`src/rtl/bullet_slot_arbiter.sv`:
```
// Bullet slot arbiter: one round-robin grant per cycle, lowest free slot allocated, slots returned by release.
// Optional macro PLAYER_PRIORITY_EN gives requester 0 (player) absolute priority over the enemy ports.
module bullet_slot_arbiter #(
  parameter int N_REQ   = 4,
  parameter int N_SLOTS = 10,
  parameter int SLOT_W  = 4,
  parameter int CNT_W   = 5
) (
  input  logic               clk_100mhz,
  input  logic               rst,
  input  logic [N_REQ-1:0]   req,
  input  logic               release_valid,
  input  logic [SLOT_W-1:0]  release_slot,
  output logic [N_REQ-1:0]   grant,
  output logic               grant_valid,
  output logic [SLOT_W-1:0]  grant_slot,
  output logic [N_SLOTS-1:0] slot_busy,
  output logic [CNT_W-1:0]   n_busy,
  output logic               full,
  output logic               err_release
);

  localparam int RR_W = (N_REQ > 1) ? $clog2(N_REQ) : 1;

  logic [RR_W-1:0]    rr_ptr_r;
  logic [N_REQ-1:0]   eligible_s;
  logic [RR_W-1:0]    win_idx_s;
  logic [RR_W-1:0]    rr_next_s;
  logic               win_found_s;
  logic [SLOT_W-1:0]  free_idx_s;
  logic               free_found_s;
  logic               do_alloc_s;
  logic [N_SLOTS-1:0] alloc_mask_s;
  logic [N_SLOTS-1:0] rel_mask_s;
  logic               rel_ok_s;
  logic               rel_bad_s;
  logic [N_SLOTS-1:0] busy_next_s;
  logic [CNT_W-1:0]   n_busy_next_s;

  // Winner selection: scan from rr_ptr downwards in priority so the nearest eligible index is kept.
  always_comb begin
    eligible_s  = req & ~grant;
    win_found_s = 1'b0;
    win_idx_s   = '0;
    for (int k = N_REQ - 1; k >= 0; k--) begin
      win_found_s = win_found_s | eligible_s[(int'(rr_ptr_r) + k) % N_REQ];
      win_idx_s   = eligible_s[(int'(rr_ptr_r) + k) % N_REQ] ?
                    RR_W'((int'(rr_ptr_r) + k) % N_REQ) : win_idx_s;
    end
    rr_next_s = RR_W'((int'(win_idx_s) + 1) % N_REQ);
`ifdef PLAYER_PRIORITY_EN
    // Player overrides the enemy rotation and leaves the pointer where it was.
    if (eligible_s[0]) begin
      win_found_s = 1'b1;
      win_idx_s   = '0;
      rr_next_s   = rr_ptr_r;
    end else begin
      rr_next_s   = RR_W'((int'(win_idx_s) + 1) % N_REQ);
    end
`endif
  end

  // Lowest free slot and the release decode, both judged on the pre-release bitmap.
  always_comb begin
    free_found_s = 1'b0;
    free_idx_s   = '0;
    rel_mask_s   = '0;
    for (int i = N_SLOTS - 1; i >= 0; i--) begin
      free_found_s  = free_found_s | ~slot_busy[i];
      free_idx_s    = slot_busy[i] ? free_idx_s : SLOT_W'(i);
      rel_mask_s[i] = release_valid && (release_slot == SLOT_W'(i)) && slot_busy[i];
    end
    rel_ok_s      = |rel_mask_s;
    rel_bad_s     = release_valid & ~rel_ok_s;
    do_alloc_s    = win_found_s & free_found_s;
    alloc_mask_s  = do_alloc_s ? (N_SLOTS'(1) << free_idx_s) : '0;
    busy_next_s   = (slot_busy & ~rel_mask_s) | alloc_mask_s;
    n_busy_next_s = n_busy + CNT_W'(do_alloc_s) - CNT_W'(rel_ok_s);
  end

  // Registered outputs, pointer and bitmap.
  always_ff @(posedge clk_100mhz or posedge rst) begin
    if (rst) begin
      grant       <= '0;
      grant_valid <= 1'b0;
      grant_slot  <= '0;
      slot_busy   <= '0;
      n_busy      <= '0;
      full        <= 1'b0;
      err_release <= 1'b0;
      rr_ptr_r    <= '0;
    end else begin
      grant       <= do_alloc_s ? (N_REQ'(1) << win_idx_s) : '0;
      grant_valid <= do_alloc_s;
      if (do_alloc_s) begin
        grant_slot <= free_idx_s;
        rr_ptr_r   <= rr_next_s;
      end
      slot_busy   <= busy_next_s;
      n_busy      <= n_busy_next_s;
      full        <= (n_busy_next_s == CNT_W'(N_SLOTS));
      err_release <= err_release | rel_bad_s;
    end
  end

endmodule

```
`config.mk`:
```
export PLATFORM = sky130hd
export DESIGN_NAME = bullet_slot_arbiter
export DESIGN_NICKNAME = d
export VERILOG_FILES = /design/src/rtl/bullet_slot_arbiter.sv
export SDC_FILE = /design/constraint.sdc
export NUM_CORES = 1
export LEC_CHECK = 0
export ABC_AREA = 1
export CAP_MARGIN = 10
export CORE_MARGIN = 2
export CORE_UTILIZATION = 25
export DETAILED_ROUTE_END_ITERATION = 16
export GPL_ROUTABILITY_DRIVEN = 0
export GPL_TIMING_DRIVEN = 0
export PLACE_DENSITY = 0.45
export SYNTH_ARGS = -nofsm -noshare
export SYNTH_HDL_FRONTEND = slang
export SYNTH_SLANG_ARGS = --single-unit
```
`constraint.sdc`:
```
create_clock -name clk_100mhz -period 2.65 [get_ports clk_100mhz]
set_clock_uncertainty 0.2 [all_clocks]
set_input_delay 0.265 -clock clk_100mhz [delete_from_list [all_inputs] [get_ports clk_100mhz]]
set_output_delay 0.265 -clock clk_100mhz [all_outputs]
set_load 0.01 [all_outputs]
```
==> impl_results.md <==
- Critical Path Fanout Max: 6
- Avg Inst Size Synth: 7.72 um2
- Average wire per standard cell: 11.8 um
- Clk pin slew, worst setup/hold paths: 0.10 ns
- Setup violators final: 0
- Max-slew violations: 0
- Slew headroom: 57.8%
- Chip Width: 88.3 um
- Synthesized Nets: 251
- Sw Share: 45.9%
- Die height: 88.3 um
- Clock latency on the worst-skew pair: 0.28 ns
- DRT Wirelength: 4.51 mm
- Cts-stage hold buffer count: 0
- Min Hold Slack: 0.115 ns
- Rows: 30
- Die area: 7790 um2
- Synth Warn #: 0
- Clock share of power: 8.1%
- Max_cap viols: 0
- CTS tree: done
- Met1 wire length: 2.17 mm
- Final-report hold violation count: 0
- Iteration-0 DRC Markers: 56
- Final Instance Area: 2550 um2
- Hold Crit Class: in -> reg
- Met3 WL: 259 um
- Initial Utilization: 26.0%
- P_int: 1.82 mW
- Pre-CTS setup slack: -0.698 ns
- Mapped Area: 1780 um2
- N_diodes: 0
- Fin nets: 308
- DR WL met2: 2.02 mm
- Vias in the first global route: 1553
- Top-Level Pins: 37
- Setup Crit Path Kind: reg -> reg
- Worst Slack Setup Final: 0.0706 ns
- Arr. time, crit path: 2.59 ns
- Worst setup EP type: flop
- Overall Global Routing Usage: 11.9%
- Clk sinks: 28
- Status: complete, no violations
- Max Fclk: 388 MHz
- Logic pwr share: 66.7%
- Largest net degree at the start of global routing: 29
- Drt drc: 0
- CTS Buffer Depth: 2
- HPWL after DPL: 3.19 mm
- TritonCTS Buffers: 3
- Unique masters post-synth: 27
- Worst VDD drop: 0.427 mV
- Vias per inst: 4.42
- Yosys reg bits: 28
- Sequential element share of the synthesized area: 39.5%
- Initial antenna violation count: 0
- Switching pwr: 1.54 mW
- Overall via count from detail_route: 1688
- Htree depth: 1
- Setup TNS: 0 ns
- Min cycle time layout: 2.58 ns
- Worst Setup Start Kind: flop
- Clk root buf: clkbuf_8
- Core area: 6830 um2
- PortBufs: 36
- Ratio of cells with drive above 1 in the final layout: 24.8%
- Congestion Overflow GR: 0
- Final period utilization: 97.3%
- DRT Pass-1 Iters: 4
- Leak: 1.21 nW
- Area Overhead vs Synth: 43.6%
- Power Density: 1320 nW/um2
- Top layer in use: met4
- Actual slew at the worst max-slew pin: 0.632 ns
- Unrepaired setup endpoints after global routing: yes
- Synthesized instance count: 230
- Final core occ: 37.3%
- First-pass GRT wire length: 7.23 mm
- Sequential power share: 25.2%
- CP required: 2.66 ns
- Reg-to-reg slack, setup: 0.07 ns
- Cell Area, Placed: 2260 um2
- Routed Antenna Nets: 0
-- final cells by class --
cell class	instances	area, um2
repair buffers	54	498
plain buffers	1	11.3
multi-input cells	162	1020
inverters	37	139
clock buffers	4	55.1
fillers	740	4280
flip-flops and latches	28	708
well taps	96	120
-- worst max-delay path: stages (launching register included) --
cell	delay [ns]
dfrtp_1	0.48
nand3_1	0.12
nand2_1	0.06
nor3_2	0.24
nand2_2	0.12
ha_4	0.28
inv_2	0.04
ha_4	0.15
fa_2	0.36
xor2_2	0.16
nor2_1	0.12
nand3_1	0.09
nor2_1	0.09
-- flip-flops by register name (all words and copies together), names as in the netlist --
signal	count
n_busy	5
grant_slot	4
full	1
grant	4
slot_busy	10
err_release	1
grant_valid	1
rr_ptr_r	2
-- per-layer routing --
metal,track usage [%],vias up
li1,-,848
met1,16.3,784
met2,19.0,50
met3,2.33,6
met4,3.72,0
met5,0,-
-- cells by family (layout without fill, tap and decap cells) --
family	Yosys count	count (layout)	synth area share, %
buffers and inverters	40	96	9.87
adder cells (fa/ha/maj)	10	10	7.47
XOR/XNOR	6	6	2.96
AND/OR/NAND/NOR	126	126	33.7
flip-flops	28	28	39.5
AO/OA/AOI/OAI	20	20	6.55
-- timing repair --
item,4_1_cts,5_1_grt
endpoints found under the setup margin,4,2
setup buffers,7,10
pin swaps,6,9
endpoints found under the hold margin,0,0
resized for setup,23,25
-- power groups by stage --
stage	sequential (mW)	combinational [mW]	clock, mW
6_report	0.847	2.24	0.271
5_1_grt	0.870	2.55	0.307
4_1_cts	0.845	2.07	0.288
3_5_place_dp	0.837	2.00	0
3_3_place_gp	0.844	1.99	0
2_1_floorplan	0.868	1.30	0
-- final timing paths --
check / startpoint / endpoint / depth (start not counted)
min reg2reg: err_release / err_release / 2
min: release_valid / err_release / 3
min in group asynchronous: rst / rr_ptr_r[0] / 2
max: slot_busy[5] / full / 12
max in group asynchronous: rst / slot_busy[3] / 3
max reg2reg: slot_busy[5] / full / 12
-- cell usage in the layout (no fill, tap or decap), drive strengths merged --
cell | synthesis | layout
nand4 | 9 | 9
o21ai | 17 | 17
dfrtp | 28 | 28
fa | 1 | 1
nand3 | 27 | 27
a21oi | 2 | 2
ha | 9 | 9
clkdlybuf4s15 | 0 | 1
nor3 | 4 | 4
inv | 37 | 37
nor2 | 18 | 18
a31oi | 1 | 1
nand2 | 67 | 67
clkbuf | 0 | 7
xnor2 | 2 | 2
xor2 | 4 | 4
buf | 3 | 19
clkdlybuf4s50 | 0 | 30
dlygate4sd2 | 0 | 2
nor3b | 1 | 1
-- through the flow --
stage          instances  power [mW]
3_3_place_gp         362        2.84
3_5_place_dp         362        2.84
5_1_grt              382        3.73
2_1_floorplan        230        2.17
4_1_cts              371        3.20
6_report             382        3.36
-- Yosys cell counts --
master	instances	area share, %
a21oi_1	2	0.56
a31oi_1	1	0.35
buf_12	1	1.1
buf_2	1	0.28
buf_6	1	0.63
dfrtp_1	28	39
fa_1	1	1.1
ha_1	9	6.3
inv_1	35	7.4
inv_2	2	0.42
nand2_1	63	13
nand2_2	3	1.1
nand2_4	1	0.63
nand3_1	23	6.5
nand3_2	4	2.3
nand4_1	8	2.8
nand4_4	1	1.2
nor2_1	16	3.4
nor2_2	1	0.35
nor2_4	1	0.63
nor3_1	4	1.1
nor3b_1	1	0.42
o21ai_0	10	2.8
o21ai_1	3	0.85
o21ai_2	4	2.0
xnor2_1	2	0.99
xor2_1	4	2.0
(Power assumes the default switching activity.)
